<file path="config.mk">
export PLATFORM = sky130hd
export DESIGN_NAME = flag_writer_flat
export DESIGN_NICKNAME = d
export VERILOG_FILES = /design/src/rtl/flag_writer_pkg.sv /design/src/rtl/flag_writer_if.sv /design/src/rtl/flag_writer_gen.sv /design/src/rtl/flag_writer.sv /design/src/flat_wrapper.sv
export SDC_FILE = /design/constraint.sdc
export NUM_CORES = 1
export LEC_CHECK = 0
export ABC_AREA = 1
export CAP_MARGIN = 20
export CORE_MARGIN = 10
export CORE_UTILIZATION = 45
export CTS_BUF_LIST = sky130_fd_sc_hd__clkbuf_2 sky130_fd_sc_hd__clkbuf_4 sky130_fd_sc_hd__clkbuf_8
export CTS_CLUSTER_DIAMETER = 150
export DETAILED_ROUTE_END_ITERATION = 8
export GPL_TIMING_DRIVEN = 0
export MAX_ROUTING_LAYER = met4
export PLACE_DENSITY_LB_ADDON = 0.3
export SLEW_MARGIN = 20
export SYNTH_ARGS = -nofsm -noshare
export SYNTH_HDL_FRONTEND = slang
export SYNTH_HIERARCHICAL = 1
export SYNTH_SLANG_ARGS = --single-unit
</file>
<file path="constraint.sdc">
create_clock -name clk -period 0.89 [get_ports clk]
set_input_delay 0.1335 -clock clk [delete_from_list [all_inputs] [get_ports clk]]
set_output_delay 0.1335 -clock clk [all_outputs]
set_load 0.005 [all_outputs]
</file>
<file path="src/rtl/flag_writer_pkg.sv">
// -----------------------------------------------------------------------------
// flag_pkg
// Shared definitions for the condition-flag producer: flag bit positions,
// ALU operation encodings, flag-write group masks and the {Z,C,N,V} record.
// -----------------------------------------------------------------------------
package flag_pkg;

  // Bit positions inside a 4-bit {Z,C,N,V} vector
  localparam int FLAG_Z = 3;
  localparam int FLAG_C = 2;
  localparam int FLAG_N = 1;
  localparam int FLAG_V = 0;

  // ALUControl encodings
  localparam logic [1:0] ALU_ADD = 2'b00;
  localparam logic [1:0] ALU_SUB = 2'b01;
  localparam logic [1:0] ALU_AND = 2'b10;
  localparam logic [1:0] ALU_ORR = 2'b11;

  // FlagW group masks: bit1 covers N,Z and bit0 covers C,V
  localparam logic [1:0] FW_NZ  = 2'b10;
  localparam logic [1:0] FW_CV  = 2'b01;
  localparam logic [1:0] FW_ALL = 2'b11;

  // Packed flag record, same bit order as the 4-bit flag vectors
  typedef struct packed {
    logic z;
    logic c;
    logic n;
    logic v;
  } flag_t;

endpackage

</file>
<file path="src/rtl/flag_writer_if.sv">
// -----------------------------------------------------------------------------
// flag_writer_if
// Execute-stage bundle between the pipeline control (master) and the flag
// producer (slave).
//   master drives : SrcA, SrcB, ALUControl, InstrValid, FlagW, CondEx,
//                   Stall, Flush
//   slave drives  : ALUFlags (bypassed view), ArchFlags (committed),
//                   FlagsCommitted (retire pulse)
// -----------------------------------------------------------------------------
interface flag_writer_if #(
  parameter int WIDTH = 32
);
  logic [WIDTH-1:0] SrcA;
  logic [WIDTH-1:0] SrcB;
  logic [1:0]       ALUControl;
  logic             InstrValid;
  logic [1:0]       FlagW;
  logic             CondEx;
  logic             Stall;
  logic             Flush;
  logic [3:0]       ALUFlags;
  logic [3:0]       ArchFlags;
  logic             FlagsCommitted;

  modport master (
    output SrcA, SrcB, ALUControl, InstrValid, FlagW, CondEx, Stall, Flush,
    input  ALUFlags, ArchFlags, FlagsCommitted
  );

  modport slave (
    input  SrcA, SrcB, ALUControl, InstrValid, FlagW, CondEx, Stall, Flush,
    output ALUFlags, ArchFlags, FlagsCommitted
  );
endinterface

</file>
<file path="src/rtl/flag_writer_gen.sv">
// -----------------------------------------------------------------------------
// flag_gen
// Purely combinational {Z,C,N,V} generation from the ALU operands and op.
//   a_i, b_i      : operands (WIDTH bits)
//   alu_ctrl_i    : ALU_ADD / ALU_SUB / ALU_AND / ALU_ORR
//   flags_o       : generated {Z,C,N,V}
// -----------------------------------------------------------------------------
module flag_gen
  import flag_pkg::*;
#(
  parameter int WIDTH = 32
) (
  input  logic [WIDTH-1:0] a_i,
  input  logic [WIDTH-1:0] b_i,
  input  logic [1:0]       alu_ctrl_i,
  output flag_t            flags_o
);

  logic [WIDTH:0]   sum_s;
  logic [WIDTH-1:0] res_s;
  logic             c_s;
  logic             v_s;

  // Result, carry and overflow per operation
  always_comb begin
    sum_s = '0;
    res_s = '0;
    c_s   = 1'b0;
    v_s   = 1'b0;
    case (alu_ctrl_i)
      ALU_ADD: begin
        sum_s = {1'b0, a_i} + {1'b0, b_i};
        res_s = sum_s[WIDTH-1:0];
        c_s   = sum_s[WIDTH];
        v_s   = (a_i[WIDTH-1] == b_i[WIDTH-1]) & (res_s[WIDTH-1] != a_i[WIDTH-1]);
      end
      ALU_SUB: begin
        // Two's-complement subtract: carry out of A + ~B + 1 means no borrow
        sum_s = {1'b0, a_i} + {1'b0, ~b_i} + {{WIDTH{1'b0}}, 1'b1};
        res_s = sum_s[WIDTH-1:0];
        c_s   = sum_s[WIDTH];
        v_s   = (a_i[WIDTH-1] != b_i[WIDTH-1]) & (res_s[WIDTH-1] != a_i[WIDTH-1]);
      end
      ALU_AND: begin
        res_s = a_i & b_i;
      end
      ALU_ORR: begin
        res_s = a_i | b_i;
      end
      default: begin
        res_s = '0;
      end
    endcase
  end

  // Pack the flag record
  always_comb begin
    flags_o.z = (res_s == {WIDTH{1'b0}});
    flags_o.c = c_s;
    flags_o.n = res_s[WIDTH-1];
    flags_o.v = v_s;
  end

endmodule

</file>
<file path="src/rtl/flag_writer.sv">
// -----------------------------------------------------------------------------
// flag_writer
// Condition-flag producer beside the execute-stage ALU. Generated flags are
// captured into a one-entry pending stage together with a per-group write
// mask; on the following edge the pending entry retires into the
// architectural flag register. ALUFlags bypasses the pending entry so the
// next instruction sees its predecessor's flags one cycle early.
//   clk, reset : clock and asynchronous active-high reset
//   bus        : flag_writer_if.slave (operands, qualifiers, flag outputs)
// -----------------------------------------------------------------------------
module flag_writer
  import flag_pkg::*;
#(
  parameter int WIDTH = 32
) (
  input  logic          clk,
  input  logic          reset,
  flag_writer_if.slave  bus
);

  flag_t      gen_flags_s;
  logic       upd_s;
  logic [1:0] wmask_s;

  flag_t      arch_q;
  flag_t      arch_d;
  flag_t      pend_flags_q;
  logic [1:0] pend_mask_q;
  logic       committed_q;
  flag_t      bypass_s;

  flag_gen #(.WIDTH(WIDTH)) u_gen (
    .a_i        (bus.SrcA),
    .b_i        (bus.SrcB),
    .alu_ctrl_i (bus.ALUControl),
    .flags_o    (gen_flags_s)
  );

  // Write qualifier: only a live, passing, unstalled, unflushed instruction writes
  always_comb begin
    upd_s   = bus.InstrValid & bus.CondEx & ~bus.Stall & ~bus.Flush;
    wmask_s = bus.FlagW & {2{upd_s}};
  end

  // Per-group merge of the pending entry; shared by commit and bypass
  always_comb begin
    arch_d = arch_q;
    if ((pend_mask_q & FW_NZ) != 2'b00) begin
      arch_d.z = pend_flags_q.z;
      arch_d.n = pend_flags_q.n;
    end else begin
      arch_d.z = arch_q.z;
      arch_d.n = arch_q.n;
    end
    if ((pend_mask_q & FW_CV) != 2'b00) begin
      arch_d.c = pend_flags_q.c;
      arch_d.v = pend_flags_q.v;
    end else begin
      arch_d.c = arch_q.c;
      arch_d.v = arch_q.v;
    end
  end

  // Bypassed view equals the value ArchFlags will take at the next edge
  always_comb begin
    bypass_s = arch_d;
  end

  // Commit the pending entry and load the new one in the same edge
  always_ff @(posedge clk or posedge reset) begin
    if (reset) begin
      arch_q       <= '0;
      pend_flags_q <= '0;
      pend_mask_q  <= 2'b00;
      committed_q  <= 1'b0;
    end else begin
      arch_q       <= arch_d;
      pend_flags_q <= gen_flags_s;
      pend_mask_q  <= wmask_s;
      committed_q  <= |pend_mask_q;
    end
  end

  // Drive the interface outputs
  always_comb begin
    bus.ALUFlags       = bypass_s;
    bus.ArchFlags      = arch_q;
    bus.FlagsCommitted = committed_q;
  end

endmodule

</file>
<file path="src/flat_wrapper.sv">
// flat-port wrapper written by rule: the top's interface ports become plain ports
module flag_writer_flat import flag_pkg::*;
#(
  parameter int WIDTH = 32
)
  (clk, reset, bus_SrcA, bus_SrcB, bus_ALUControl, bus_InstrValid, bus_FlagW, bus_CondEx, bus_Stall, bus_Flush, bus_ALUFlags, bus_ArchFlags, bus_FlagsCommitted);
  flag_writer_if #(.WIDTH(WIDTH)) bus_i ();
  input  logic clk;
  input  logic reset;
  input wire logic [$bits(bus_i.SrcA)-1:0] bus_SrcA;
  input wire logic [$bits(bus_i.SrcB)-1:0] bus_SrcB;
  input wire logic [$bits(bus_i.ALUControl)-1:0] bus_ALUControl;
  input wire logic [$bits(bus_i.InstrValid)-1:0] bus_InstrValid;
  input wire logic [$bits(bus_i.FlagW)-1:0] bus_FlagW;
  input wire logic [$bits(bus_i.CondEx)-1:0] bus_CondEx;
  input wire logic [$bits(bus_i.Stall)-1:0] bus_Stall;
  input wire logic [$bits(bus_i.Flush)-1:0] bus_Flush;
  output wire logic [$bits(bus_i.ALUFlags)-1:0] bus_ALUFlags;
  output wire logic [$bits(bus_i.ArchFlags)-1:0] bus_ArchFlags;
  output wire logic [$bits(bus_i.FlagsCommitted)-1:0] bus_FlagsCommitted;
  assign bus_i.SrcA = bus_SrcA;
  assign bus_i.SrcB = bus_SrcB;
  assign bus_i.ALUControl = bus_ALUControl;
  assign bus_i.InstrValid = bus_InstrValid;
  assign bus_i.FlagW = bus_FlagW;
  assign bus_i.CondEx = bus_CondEx;
  assign bus_i.Stall = bus_Stall;
  assign bus_i.Flush = bus_Flush;
  assign bus_ALUFlags = bus_i.ALUFlags;
  assign bus_ArchFlags = bus_i.ArchFlags;
  assign bus_FlagsCommitted = bus_i.FlagsCommitted;
  flag_writer #(.WIDTH(WIDTH)) u_core (.clk(clk), .reset(reset), .bus(bus_i));
endmodule
</file>
## After elaboration in Yosys (flattened, before gate mapping)

Cells that the tools add are included.

- Register bits: 11
- Latch bits: 0
- Bits in writable memories: 0
- ROM bits: 0
- Input port bits: 74
- Output and inout bits: 9
- Logic and storage cells: 41
- Memories kept: 0

- Add/subtract/negate cells: 3
- $mul: 0
- Div/mod/pow operators: 0
- $lt $le $gt $ge: 0
- Eq/ne operators: 7
- Shift operators: 0
- Mux-type cells: 7
- Bitwise logic cells: 11
- Reductions and logical operators: 3

Operators by type and width:

| cell | count |
|---|---|
| $pmux W32 S4 | 1 |
| $add A32 B32 Y33 | 2 |
| $add A33 B1 Y33 const B | 1 |
| $and A32 B32 Y32 | 1 |
| $logic_not A32 Y1 | 1 |
| $not A32 Y32 | 1 |
| $or A32 B32 Y32 | 1 |
| $and A1 B1 Y1 | 5 |
| $eq A2 B2 Y1 const B | 2 |
| $mux W1 | 4 |
| $pmux W1 S2 | 2 |
| $ne A1 B1 Y1 | 3 |
| $and A2 B2 Y2 | 1 |
| $eq A2 B1 Y1 const B | 1 |
| $logic_not A2 Y1 | 1 |
| $not A1 Y1 | 2 |
| $reduce_or A2 Y1 | 1 |
| $eq A1 B1 Y1 | 1 |

## Longest topological paths before layout

Gate-level depths: netlist of run 1.

- Word-level depth: 6
- Mapped depth: 20
- Gate-level depth less buffers: 20

## By module

The synthesis of run 1 kept the hierarchy.

Modules (own cells, without submodules):

| module | instances | cells an instance | area each (um2) | seq. area each (um2) |
|---|---|---|---|---|
| flag_gen | 1 | 1315 | 6432.4 | 0.0 |
| flag_writer | 1 | 33 | 365.4 | 275.3 |

## Least setup slack after synthesis of run 1

OpenSTA, ideal clock, no wires.

- Kind: input-to-reg
- Start: input bus_SrcA[0]
- End: register u_core/pend_flags_q[3] (netlist bit)
- Setup time: 0.069 ns
- Data arrival time: 1.943 ns
- Data required time: 0.821 ns
- Path slack: -1.122 ns
- Cell stages on the path: 17
- Buffers on the path: 0
- Path through: ha_1 > fa_1 > nand3_1 > nand3_1 > nand2_1 > nand2_1 > nand2_1 > nand2_1 > nand2_1 > nand3_1 > nand3_1 > nand3_1 > nor2_1 > nand2_1 > nor2_1 > nand2_1 > nor2_2

RTL lines:

| item | RTL line | source |
|---|---|---|
| start, declared | flat_wrapper.sv:10 | `input wire logic [$bits(bus_i.SrcA)-1:0] bus_SrcA;` |
| end signal, assigned | flag_writer.sv:78 | `pend_flags_q <= gen_flags_s;` |
| end, declared | flag_writer.sv:27 | `flag_t pend_flags_q;` |

==> results.sh, run 1 <==
export IMPL_syn_area_um2=6800
export IMPL_start_util=0.464
export IMPL_violations="setup timing"
export IMPL_cts_clk_slew_worst_paths_ns=0.05
export IMPL_synth_area_leaders="nand2_1, inv_1, ha_1"
export IMPL_cts_tree="built"
export IMPL_crit_arrival_ns=2.34
export IMPL_h_tree_depth=1
export IMPL_core_area_um2=14600
export IMPL_ctsHoldBuffers=0
export IMPL_layout_setup_ws_ns=-1.28
export IMPL_r2r_start="u_core/pend_mask_q[1]"
export IMPL_drt_pass1_iter_count=7
export IMPL_yosys_warnings=6
export IMPL_grt_pass1_vias=8086
export IMPL_status="finished with violations"
export IMPL_fp_dieW_um=143
export IMPL_synth_top_family_by_area="simple AND/OR/NAND/NOR gates"
export IMPL_grt_max_degree=12
export IMPL_r2r_end="u_core/bus.ArchFlags[1]"
export IMPL_critPathRequiredTime_ns=1.06
export IMPL_path_delay_family="simple AND/OR/NAND/NOR gates"
export IMPL_drtIter0Drc=713
export IMPL_power_switching_uw=4460
export IMPL_clock_path_buffers=2
export IMPL_die_area_um2=20400
export IMPL_port_buffers=81
export IMPL_leakage_uw=0.00602
export IMPL_fmax_mhz=460
export IMPL_cpMaxStageDelayCell="fa_2"
export IMPL_tightest_slew_ns=0.541
export IMPL_ys_seq_area_frac=0.0405
export IMPL_slew_violations=0
export IMPL_vias=9115
export IMPL_hold_worst_slack_ns=0.186
export IMPL_finalCriticalPeriod_ns=2.17
export IMPL_post_place_ws_ns=-2.14
export IMPL_clock_skew_ns=0.0000678
export IMPL_final_nets=1700
export IMPL_drv_cap=0
export IMPL_power_frac_seq=0.069
export IMPL_yosys_area_share_adder=0.186
export IMPL_worstPathCellList="clkbuf_4 -> ha_4 -> inv_4 -> fa_2 -> nand2_2 -> nand2_2 -> nand3_2 -> nand2_4 -> buf_6 -> xor2_2 -> nor2_2 -> a211oi_2 -> nand3_1 -> nor2_2 -> nand3_2 -> nor2_4"
export IMPL_wl_um=29500
export IMPL_setup_viol=8
export IMPL_synth_compound_area_frac=0.0760
export IMPL_crit_path_max_fanout=3
export IMPL_combPwrFrac=0.868
export IMPL_vdd_drop_max_mv=0.494
export IMPL_worst_setup_path_end_kind="register"
export IMPL_max_stage_delay_ns=0.38
export IMPL_fp_row_count=44
export IMPL_pwr_share_clk=0.064
export IMPL_netlist_instances=1348
export IMPL_path_class="in2reg"
export IMPL_finalCritPeriodShare=2.44
export IMPL_place_congestion=0.997
export IMPL_grt_pass1_wl_um=40900
export IMPL_n_antenna_cell=0
export IMPL_rsz0062_at_grt="true"
export IMPL_ios=83
export IMPL_synth_simple_area_share=0.457
export IMPL_yosysTopAreaCellShare=0.252
export IMPL_drc=0
export IMPL_dp_hpwl_um=21700
export IMPL_max_slew_margin=0.639
export IMPL_antenna_found_initial=0
export IMPL_ys_seq_elements=11
export IMPL_avgSynthCellArea_um2=5.04
export IMPL_post_drt_wl_per_cell_um=17.3
export IMPL_p_sw_frac=0.545
export IMPL_grtUsageTotal=0.257
export IMPL_root_buffer="clkbuf_8"
export IMPL_antenna_left=0
export IMPL_hold_path_class="in2async"
export IMPL_muxShareOfSynthArea=0
export IMPL_chipHeight_um=143
export IMPL_internal_power_uw=3730
export IMPL_p_per_area_nw_per_um2=774
export IMPL_yosys_area_top_type="nand2_1"
export IMPL_setup_tns_ns=-5.56
export IMPL_synthXorXnorAreaFrac=0.0206
export IMPL_synth_nets=1522
export IMPL_numClockSinks=11
export IMPL_reg2regPathDepth=4
export IMPL_start_kind="input port"
export IMPL_routed_via_density=5.33
export IMPL_path_buf_inv=3
export IMPL_cts_buffers=3
export IMPL_yosysUniqueCellTypes=33
export IMPL_reg2reg_slack_ns=0.02
export IMPL_overflow=0
export IMPL_drive_gt1_frac=0.396
export IMPL_area_growth_pct=55.5
export IMPL_clkLatencyLatePin_ns=0.23
export IMPL_finalHoldViolCount=0
[worst max-delay path by stage]
| stage | start | end | slack, ns | depth (start not counted) |
|---|---|---|---|---|
| global placement | bus_SrcA[4] | u_core/pend_flags_q[3] | -2.17 | 20 |
| floorplan | bus_SrcB[0] | u_core/pend_flags_q[3] | -0.93 | 17 |
| finish | bus_SrcB[0] | u_core/pend_flags_q[3] | -1.28 | 16 |
| CTS | bus_SrcA[25] | u_core/pend_flags_q[3] | -1.57 | 19 |
| global route | bus_SrcB[0] | u_core/pend_flags_q[3] | -1.36 | 16 |
| detailed placement | bus_SrcB[0] | u_core/pend_flags_q[3] | -2.14 | 19 |
[power groups by stage]
stage | Sequential, µW | Clock, µW | Combinational, µW
after floorplan | 569 | 0 | 3040
after global placement | 567 | 0 | 4580
after detailed placement | 569 | 0 | 4590
after CTS | 562 | 534 | 5300
after global routing | 567 | 555 | 7600
final | 563 | 520 | 7100
[metal layers]
metal | vias to the layer above | part of all wire | global-route usage
li1 | 4393 | - | -
met1 | 4181 | 0.43 | 0.340
met2 | 463 | 0.45 | 0.403
met3 | 78 | 0.090 | 0.0328
met4 | 0 | 0.034 | 0.0700
met5 | - | 0 | -
[timing repair]
action	4_1_cts	5_1_grt
pin swaps	33	151
gates cloned	0	5
gates resized for setup	249	544
endpoints found under the setup margin	13	14
setup buffers	37	58
[cells in the mapped netlist]
cell type / instances
nand2_1: 457
inv_1: 340
nor2_1: 115
nand3_1: 106
ha_1: 98
a21oi_1: 35
nand4_1: 25
buf_2: 22
o21ai_0: 22
o22ai_1: 20
xor2_1: 15
nor3_1: 12
dfrtp_1: 11
nand2_2: 10
buf_4: 7
inv_2: 7
and2_1: 6
clkbuf_1: 6
nor2_2: 5
nand3b_1: 4
o211ai_1: 4
o21bai_1: 4
a21oi_2: 3
and3_1: 3
a211oi_1: 2
fa_1: 2
clkbuf_2: 1
nand3_2: 1
nor3_2: 1
nor4_1: 1
o21ai_1: 1
or2_1: 1
xnor2_1: 1
[through the flow]
step                      instance area [µm²]   util  cells  total power (µW)
after floorplan                          6960      -   1348              3610
after global placement                   8000  0.546   1613              5140
after detailed placement                 8000  0.546   1613              5160
after CTS                                8870  0.606   1654              6400
after global routing                    10600  0.722   1709              8720
final                                   10600  0.722   1709              8180
[final cells by class]
class	instances	area (µm²)
clock buffer	4	48.8
inverter	347	1350
multi-input combinational	954	6880
sequential	11	275
tap	184	230
timing repair buffer	180	1440
fill	1295	4070
buffer	29	353
[flip-flops by register name, indices dropped and copies added, names as in the netlist]
| signal | cells |
|---|---|
| u_core/bus.FlagsCommitted | 1 |
| u_core/bus.ArchFlags | 4 |
| u_core/pend_flags_q | 4 |
| u_core/pend_mask_q | 2 |
[cells in the final DEF, fill, tap and decap left out, types with 25 or more instances in the layout]
cell type / count
nand2_1: 332
inv_1: 256
nand2_2: 99
buf_4: 92
nand3_1: 79
inv_2: 72
ha_1: 68
nor2_4: 49
nor2_1: 45
clkbuf_2: 35
nand2_4: 31
ha_4: 30
nor2_2: 26
nand4_1: 25
[cells by family (layout without fill, tap and decap cells)]
kind of cell | count (synthesis) | in the layout
simple gates | 747 | 747
buf+inv | 383 | 560
fa+ha+maj | 100 | 100
compound gates | 91 | 91
xor+xnor | 16 | 16
flops | 11 | 11
Power figures use the tool's default switching activity.
==> run 2, diff against run 1 <==
--- a/config.mk
+++ b/config.mk
@@ -18,5 +18,4 @@
 export SLEW_MARGIN = 20
 export SYNTH_ARGS = -nofsm -noshare
 export SYNTH_HDL_FRONTEND = slang
-export SYNTH_HIERARCHICAL = 1
 export SYNTH_SLANG_ARGS = --single-unit
==> constraint.sdc (replaced) <==
create_clock -name clk -period 2.1 [get_ports clk]
set_input_delay 0.315 -clock clk [delete_from_list [all_inputs] [get_ports clk]]
set_output_delay 0.315 -clock clk [all_outputs]
set_load 0.005 [all_outputs]
==> results.sh, run 2 <==
export IMPL_yosysUniqueCellTypes=45
export IMPL_synth_area_leaders="nand2_1, ha_1, inv_1"
export IMPL_status="finished with violations"
export IMPL_grtUsageTotal=0.277
export IMPL_finalCriticalPeriod_ns=2.39
export IMPL_critPathRequiredTime_ns=2.26
export IMPL_power_frac_seq=0.066
export IMPL_drt_pass1_iter_count=6
export IMPL_p_sw_frac=0.540
export IMPL_internal_power_uw=1670
export IMPL_synth_most_common_cell="nand2_1"
export IMPL_fp_row_count=43
export IMPL_path_buf_inv=5
export IMPL_multi_input_area_um2=7130
export IMPL_h_tree_depth=1
export IMPL_ys_flop_type="dfrtp_1"
export IMPL_max_slew_margin=0.623
export IMPL_combPwrFrac=0.874
export IMPL_fp_dieW_um=140
export IMPL_setup_tns_ns=-0.375
export IMPL_avgSynthCellArea_um2=5.34
export IMPL_violations="setup timing"
export IMPL_synth_edf_count=0
export IMPL_yosys_area_top_type="nand2_1"
export IMPL_cts_clk_slew_worst_paths_ns=0.05
export IMPL_yosys_warnings=0
export IMPL_rsz0062_at_grt="true"
export IMPL_synthXorXnorAreaFrac=0.0242
export IMPL_clock_path_buffers=2
export IMPL_drtIter0Drc=969
export IMPL_ios=83
export IMPL_layout_common_cells="nand2_1, inv_1, buf_4"
export IMPL_muxShareOfSynthArea=0.00691
export IMPL_cts_buffers=3
export IMPL_max_stage_delay_ns=0.35
export IMPL_final_cell_area_um2=10700
export IMPL_post_place_ws_ns=-1.18
export IMPL_final_nets=1603
export IMPL_start_kind="input port"
export IMPL_tightest_slew_ns=0.560
export IMPL_drc=0
export IMPL_worst_setup_path_end_kind="register"
export IMPL_crit_path_max_fanout=2
export IMPL_clkLatencyLatePin_ns=0.24
export IMPL_power_switching_uw=1960
export IMPL_start_util=0.464
export IMPL_chipHeight_um=140
export IMPL_grt_pass1_wl_um=44300
export IMPL_p_per_area_nw_per_um2=340
export IMPL_grt_max_degree=12
export IMPL_ys_seq_area_frac=0.0422
export IMPL_synth_compound_area_frac=0.115
export IMPL_mostFrequentLayoutCell="nand2_1"
export IMPL_yosysTopAreaCellShare=0.216
export IMPL_wl_um=30400
export IMPL_path_class="in2reg"
export IMPL_crit_arrival_ns=2.55
export IMPL_post_drt_wl_per_cell_um=18.9
export IMPL_placed_area_um2=7570
export IMPL_path_delay_family="simple AND/OR/NAND/NOR gates"
export IMPL_finalCritPeriodShare=1.14
export IMPL_setup_viol=2
export IMPL_dp_hpwl_um=20600
export IMPL_cpMaxStageDelayCell="fa_2"
export IMPL_routed_via_density=5.72
export IMPL_ctsHoldBuffers=0
export IMPL_worstPathCellList="buf_8 -> inv_6 -> ha_4 -> inv_4 -> fa_2 -> buf_4 -> buf_4 -> xnor2_1 -> nor3_1 -> o21ai_0 -> nand2_1 -> o21ai_0 -> nor2_1 -> nand3_2 -> nor2_2"
export IMPL_grt_pass1_vias=8856
export IMPL_synth_simple_area_share=0.446
export IMPL_core_area_um2=14000
export IMPL_port_buffers=82
export IMPL_synth_top_family_by_area="simple AND/OR/NAND/NOR gates"
export IMPL_place_congestion=1.06
export IMPL_finalHoldViolCount=0
export IMPL_n_antenna_cell=0
export IMPL_area_growth_pct=63.8
export IMPL_async_flop_share=1.00
export IMPL_slew_violations=0
export IMPL_cts_tree="built"
export IMPL_overflow=0
export IMPL_leakage_uw=0.00547
export IMPL_pwr_share_clk=0.061
export IMPL_fillers=1065
export IMPL_numClockSinks=11
export IMPL_synth_nets=1396
export IMPL_antenna_left=0
export IMPL_antenna_found_initial=0
export IMPL_hold_path_class="in2async"
export IMPL_die_area_um2=19700
export IMPL_vias=9201
export IMPL_drive_gt1_frac=0.464
export IMPL_layout_setup_ws_ns=-0.288
export IMPL_yosys_area_share_adder=0.194
export IMPL_regArea_um2=275
export IMPL_syn_area_um2=6520
export IMPL_reg2reg_slack_ns=1.23
export IMPL_drv_cap=0
export IMPL_netlist_top_cells_count="nand2_1, inv_1, nor2_1, ha_1, nand3_1"
export IMPL_vdd_drop_max_mv=0.181
export IMPL_netlist_instances=1222
export IMPL_root_buffer="clkbuf_8"
export IMPL_ys_seq_elements=11
export IMPL_fmax_mhz=419
export IMPL_clock_skew_ns=0.00672
-- run 2: cell count changes after synthesis, moves of 6 or more --
cell | before | now
o21bai_1 | 4 | 12
nor2_1 | 115 | 121
o22ai_1 | 20 | 4
o21ai_0 | 22 | 31
buf_2 | 22 | 16
nor2_2 | 5 | 12
a21oi_1 | 35 | 53
inv_1 | 340 | 255
nand2_1 | 457 | 375
nand3_1 | 106 | 88
nand3_2 | 1 | 7
-- run 2: path summary, 6_finish.rpt --
check                                       start  cells past startpoint                 endpoint
hold / removal                              reset                      2  u_core.bus.ArchFlags[3]
hold reg to reg            u_core.pend_flags_q[2]                      1  u_core.bus.ArchFlags[2]
min in group clk           u_core.pend_flags_q[2]                      1  u_core.bus.ArchFlags[2]
setup / recovery                      bus_SrcA[0]                     15   u_core.pend_flags_q[3]
max in group asynchronous                   reset                      2   u_core.pend_flags_q[2]
setup reg to reg            u_core.pend_mask_q[1]                      1  u_core.bus.ArchFlags[1]
-- run 2: timing repair --
| item | 4_1_cts | 5_1_grt |
|---|---|---|
| resized for setup | 744 | 154 |
| setup endpoints to repair | 4 | 3 |
| cloned | 0 | 0 |
| buffers inserted | 104 | 24 |
| pin swaps | 188 | 119 |
-- run 2: area by class of cell --
class                   instances  share of cell area
well taps                     180              0.0211
clock buffers                   4             0.00457
inverters                     259              0.0974
repair buffers                210               0.157
plain buffers                  19              0.0262
flip-flops and latches         11              0.0258
multi-input cells             925               0.668
-- run 2: layer usage --
metal  global-route usage  wire, µm
met5                    -         0
met4               0.0848      1710
met3               0.0534      3110
met2                0.463     14100
met1                0.327     11500
-- run 2: cell families after synthesis --
logic type                 Yosys count
AOI/OAI and AO/OA                  128
adders and majority gates          100
buffers and inverters              286
xor gates and xnor gates            18
and+or+nand+nor                    675
muxes                                4
DFF                                 11
-- run 2: power groups by stage --
stage                     logic (µW)  clock network, µW  registers [µW]
after floorplan                 1220                  0             243
after global placement          1850                  0             242
after detailed placement        1870                  0             243
after CTS                       2760                226             239
after global routing            3360                240             242
final                           3180                221             239
-- run 2: stage by stage --
stage / hold WS (ns) / instances / power, µW / util
2_1_floorplan: 0.167 / 1222 / 1470 / -
3_3_place_gp: 0.481 / 1484 / 2100 / 0.539
3_5_place_dp: 0.485 / 1484 / 2110 / 0.539
4_1_cts: 0.389 / 1588 / 3220 / 0.717
5_1_grt: 0.410 / 1608 / 3850 / 0.761
6_report: 0.374 / 1608 / 3630 / 0.761
==> run 3, diff against run 2 <==
--- a/config.mk
+++ b/config.mk
@@ -7,13 +7,13 @@
 export LEC_CHECK = 0
 export ABC_AREA = 1
 export CAP_MARGIN = 20
+export CELL_PAD_IN_SITES_DETAIL_PLACEMENT = 1
+export CELL_PAD_IN_SITES_GLOBAL_PLACEMENT = 1
 export CORE_MARGIN = 10
-export CORE_UTILIZATION = 45
+export CORE_UTILIZATION = 39
 export CTS_BUF_LIST = sky130_fd_sc_hd__clkbuf_2 sky130_fd_sc_hd__clkbuf_4 sky130_fd_sc_hd__clkbuf_8
 export CTS_CLUSTER_DIAMETER = 150
 export DETAILED_ROUTE_END_ITERATION = 8
-export GPL_TIMING_DRIVEN = 0
-export MAX_ROUTING_LAYER = met4
 export PLACE_DENSITY_LB_ADDON = 0.3
 export SLEW_MARGIN = 20
 export SYNTH_ARGS = -nofsm -noshare
==> results.sh, run 3 <==
export IMPL_yosysUniqueCellTypes=45
export IMPL_numClockSinks=11
export IMPL_cts_resized_gates=677
export IMPL_fp_dieW_um=149
export IMPL_status="aborted with a tool error"
export IMPL_chipHeight_um=149
export IMPL_stop_error="[ERROR DPL-0033] detailed placement checks failed during check placement."
export IMPL_netlist_top_cells_count="nand2_1, inv_1, nor2_1, ha_1, nand3_1"
export IMPL_ctsHoldBuffers=0
export IMPL_dpl_cell_count=1777
export IMPL_avgSynthCellArea_um2=5.34
export IMPL_synthXorXnorAreaFrac=0.0242
export IMPL_synth_edf_count=0
export IMPL_yosysTopAreaCellShare=0.216
export IMPL_muxShareOfSynthArea=0.00691
export IMPL_yosys_area_share_adder=0.194
export IMPL_place_congestion=1.02
export IMPL_dp_hpwl_um=30000
export IMPL_cts_setup_buffers=58
export IMPL_synth_top_family_by_area="simple AND/OR/NAND/NOR gates"
export IMPL_start_util=0.396
export IMPL_ys_flop_type="dfrtp_1"
export IMPL_synth_simple_area_share=0.446
export IMPL_fp_row_count=47
export IMPL_yosys_warnings=0
export IMPL_synth_area_leaders="nand2_1, ha_1, inv_1"
export IMPL_cts_buffers=3
export IMPL_port_buffers=82
export IMPL_async_flop_share=1.00
export IMPL_yosys_area_top_type="nand2_1"
export IMPL_h_tree_depth=1
export IMPL_synth_compound_area_frac=0.115
export IMPL_synth_nets=1396
export IMPL_netlist_instances=1222
export IMPL_ios=83
export IMPL_ys_seq_elements=11
export IMPL_synth_most_common_cell="nand2_1"
export IMPL_stop_stage="clock tree synthesis (4_1_cts)"
export IMPL_syn_area_um2=6520
export IMPL_ys_seq_area_frac=0.0422
export IMPL_root_buffer="clkbuf_8"
export IMPL_clock_path_buffers=2
## run 3: cell counts after synthesis
No cell type changed its count.
## run 3: kinds of logic after synthesis
kind of cell,Yosys count
AND/OR/NAND/NOR,675
buffers and inverters,286
AO/OA/AOI/OAI,128
adder cells (fa/ha/maj),100
XOR/XNOR,18
flip-flops,11
multiplexers,4
## run 3: stage by stage
step	instance area (µm²)	worst slack, ns	util
after floorplan	6520	0.0212	-
after global placement	9600	-0.964	0.583
after detailed placement	9600	-1.10	0.583
==> run 4, diff against run 3 <==
--- a/config.mk
+++ b/config.mk
@@ -7,14 +7,10 @@
 export LEC_CHECK = 0
 export ABC_AREA = 1
 export CAP_MARGIN = 20
-export CELL_PAD_IN_SITES_DETAIL_PLACEMENT = 1
-export CELL_PAD_IN_SITES_GLOBAL_PLACEMENT = 1
 export CORE_MARGIN = 10
-export CORE_UTILIZATION = 39
-export CTS_BUF_LIST = sky130_fd_sc_hd__clkbuf_2 sky130_fd_sc_hd__clkbuf_4 sky130_fd_sc_hd__clkbuf_8
-export CTS_CLUSTER_DIAMETER = 150
+export CORE_UTILIZATION = 30
 export DETAILED_ROUTE_END_ITERATION = 8
-export PLACE_DENSITY_LB_ADDON = 0.3
+export PLACE_DENSITY_LB_ADDON = 0.15
 export SLEW_MARGIN = 20
 export SYNTH_ARGS = -nofsm -noshare
 export SYNTH_HDL_FRONTEND = slang
==> results.sh, run 4 (same netlist as run 2, synthesis figures left out) <==
export IMPL_clkLatencyLatePin_ns=0.24
export IMPL_drv_cap=0
export IMPL_violations="setup timing"
export IMPL_setup_tns_ns=-0.112
export IMPL_p_per_area_nw_per_um2=329
export IMPL_h_tree_depth=1
export IMPL_met3WireLength_um=1710
export IMPL_chipHeight_um=167
export IMPL_routed_via_density=4.82
export IMPL_post_drt_wl_per_cell_um=16.4
export IMPL_antenna_found_initial=0
export IMPL_grtUsageTotal=0.210
export IMPL_drtIter0Drc=645
export IMPL_place_congestion=1.02
export IMPL_root_buffer="clkbuf_16"
export IMPL_wl_um=31600
export IMPL_crit_path_max_fanout=2
export IMPL_clock_path_buffers=2
export IMPL_drive_gt1_frac=0.551
export IMPL_port_buffers=82
export IMPL_vdd_drop_max_mv=0.219
export IMPL_m1WireLength_um=14600
export IMPL_hold_worst_slack_ns=0.390
export IMPL_dpl_cell_count=1862
export IMPL_hold_path_class="in2async"
export IMPL_dr_max_layer_used="met4"
export IMPL_start_util=0.307
export IMPL_fmax_mhz=456
export IMPL_fp_row_count=53
export IMPL_start_kind="input port"
export IMPL_dp_hpwl_um=25600
export IMPL_leakage_uw=0.00653
export IMPL_grt_pass1_vias=9112
export IMPL_grt_pass1_wl_um=48600
export IMPL_status="finished with violations"
export IMPL_fin_cells=1931
export IMPL_wl_met2_um=14700
export IMPL_finalCritPeriodShare=1.05
export IMPL_rsz0062_at_grt="true"
export IMPL_finalCriticalPeriod_ns=2.19
export IMPL_clock_skew_ns=0.00729
export IMPL_antenna_left=0
export IMPL_cts_tree="built"
export IMPL_slew_violations=0
export IMPL_path_class="in2reg"
export IMPL_worst_setup_path_end_kind="register"
export IMPL_tightest_slew_ns=0.638
export IMPL_die_area_um2=28000
export IMPL_ios=83
export IMPL_area_growth_pct=91.5
export IMPL_cts_buffers=3
export IMPL_drt_pass1_iter_count=5
export IMPL_fp_dieW_um=167
export IMPL_power_total_uw=4110
export IMPL_n_antenna_cell=0
export IMPL_core_area_um2=21200
export IMPL_vias=9317
export IMPL_final_util=0.589
export IMPL_layout_setup_ws_ns=-0.0946
export IMPL_grt_max_degree=14
export IMPL_setup_viol=2
export IMPL_layout_common_cells="buf_4, nand2_1, inv_1"
export IMPL_final_nets=1831
export IMPL_finalHoldViolCount=0
export IMPL_crit_arrival_ns=2.37
export IMPL_numClockSinks=11
export IMPL_critPathRequiredTime_ns=2.27
export IMPL_overflow=0
export IMPL_mostFrequentLayoutCell="buf_4"
export IMPL_cts_clk_slew_worst_paths_ns=0.04
export IMPL_max_slew_margin=0.570
export IMPL_drc=0
## run 4: report_power, final
group / leakage [µW] / total (µW) / internal (µW) / switching [µW]
clock: 0.0000382 / 346 / 255 / 91.7
sequential: 0.000148 / 239 / 232 / 7.28
combinational: 0.00634 / 3530 / 1640 / 1890
total: 0.00653 / 4110 / 2130 / 1980
## run 4: cell type report
cell class                 count  area, µm²
clock buffer                   4       78.8
fill                        2042       8730
inverter                     259       1000
multi-input combinational    925       7120
sequential                    11        275
tap                          275        344
timing repair buffer         457       3670
## run 4: what timing repair did
action	CTS	global route
pin swaps	160	166
resized for setup	605	224
setup endpoints to repair	4	4
hold buffers	0	0
setup buffers	53	15
## run 4: per-stage QoR
step	worst slack (ns)	cell area, µm²
6_report	-0.0946	12500
5_1_grt	-0.234	12500
4_1_cts	-0.0909	11900
3_5_place_dp	-0.996	9900
3_3_place_gp	-0.982	9900
2_1_floorplan	0.0212	6520
## run 4: path summary, 6_finish.rpt
check / startpoint / to / slack (ns) / depth (start not counted)
setup reg to reg: u_core.pend_mask_q[1] / u_core.bus.ArchFlags[3] / 1.24 / 1
min in group clk: u_core.pend_flags_q[2] / u_core.bus.ArchFlags[2] / 0.49 / 1
hold / removal: reset / u_core.bus.ArchFlags[1] / 0.39 / 2
setup / recovery: bus_SrcA[0] / u_core.pend_flags_q[3] / -0.09 / 17
hold reg to reg: u_core.pend_flags_q[2] / u_core.bus.ArchFlags[2] / 0.49 / 1
max in group asynchronous: reset / u_core.bus.ArchFlags[2] / 1.39 / 2
## run 4: critical path: stages
cell and delay [ns]:
buf_8 0.10, inv_4 0.05, ha_4 0.13, inv_4 0.04, fa_2 0.36, nand2_2 0.10, nand2_4 0.07, buf_6 0.12
and2_4 0.14, xor2_1 0.17, or2_4 0.15, o2111ai_2 0.08, nor2_1 0.10, nand2_1 0.10, nor2_2 0.14, nand3_1 0.11
nor2_1 0.11
## run 4: layer usage
layer	vias to the layer above	track usage
met4	0	0.0303
met2	279	0.358
li1	4669	-
met1	4324	0.288
met3	45	0.0157
met5	-	0
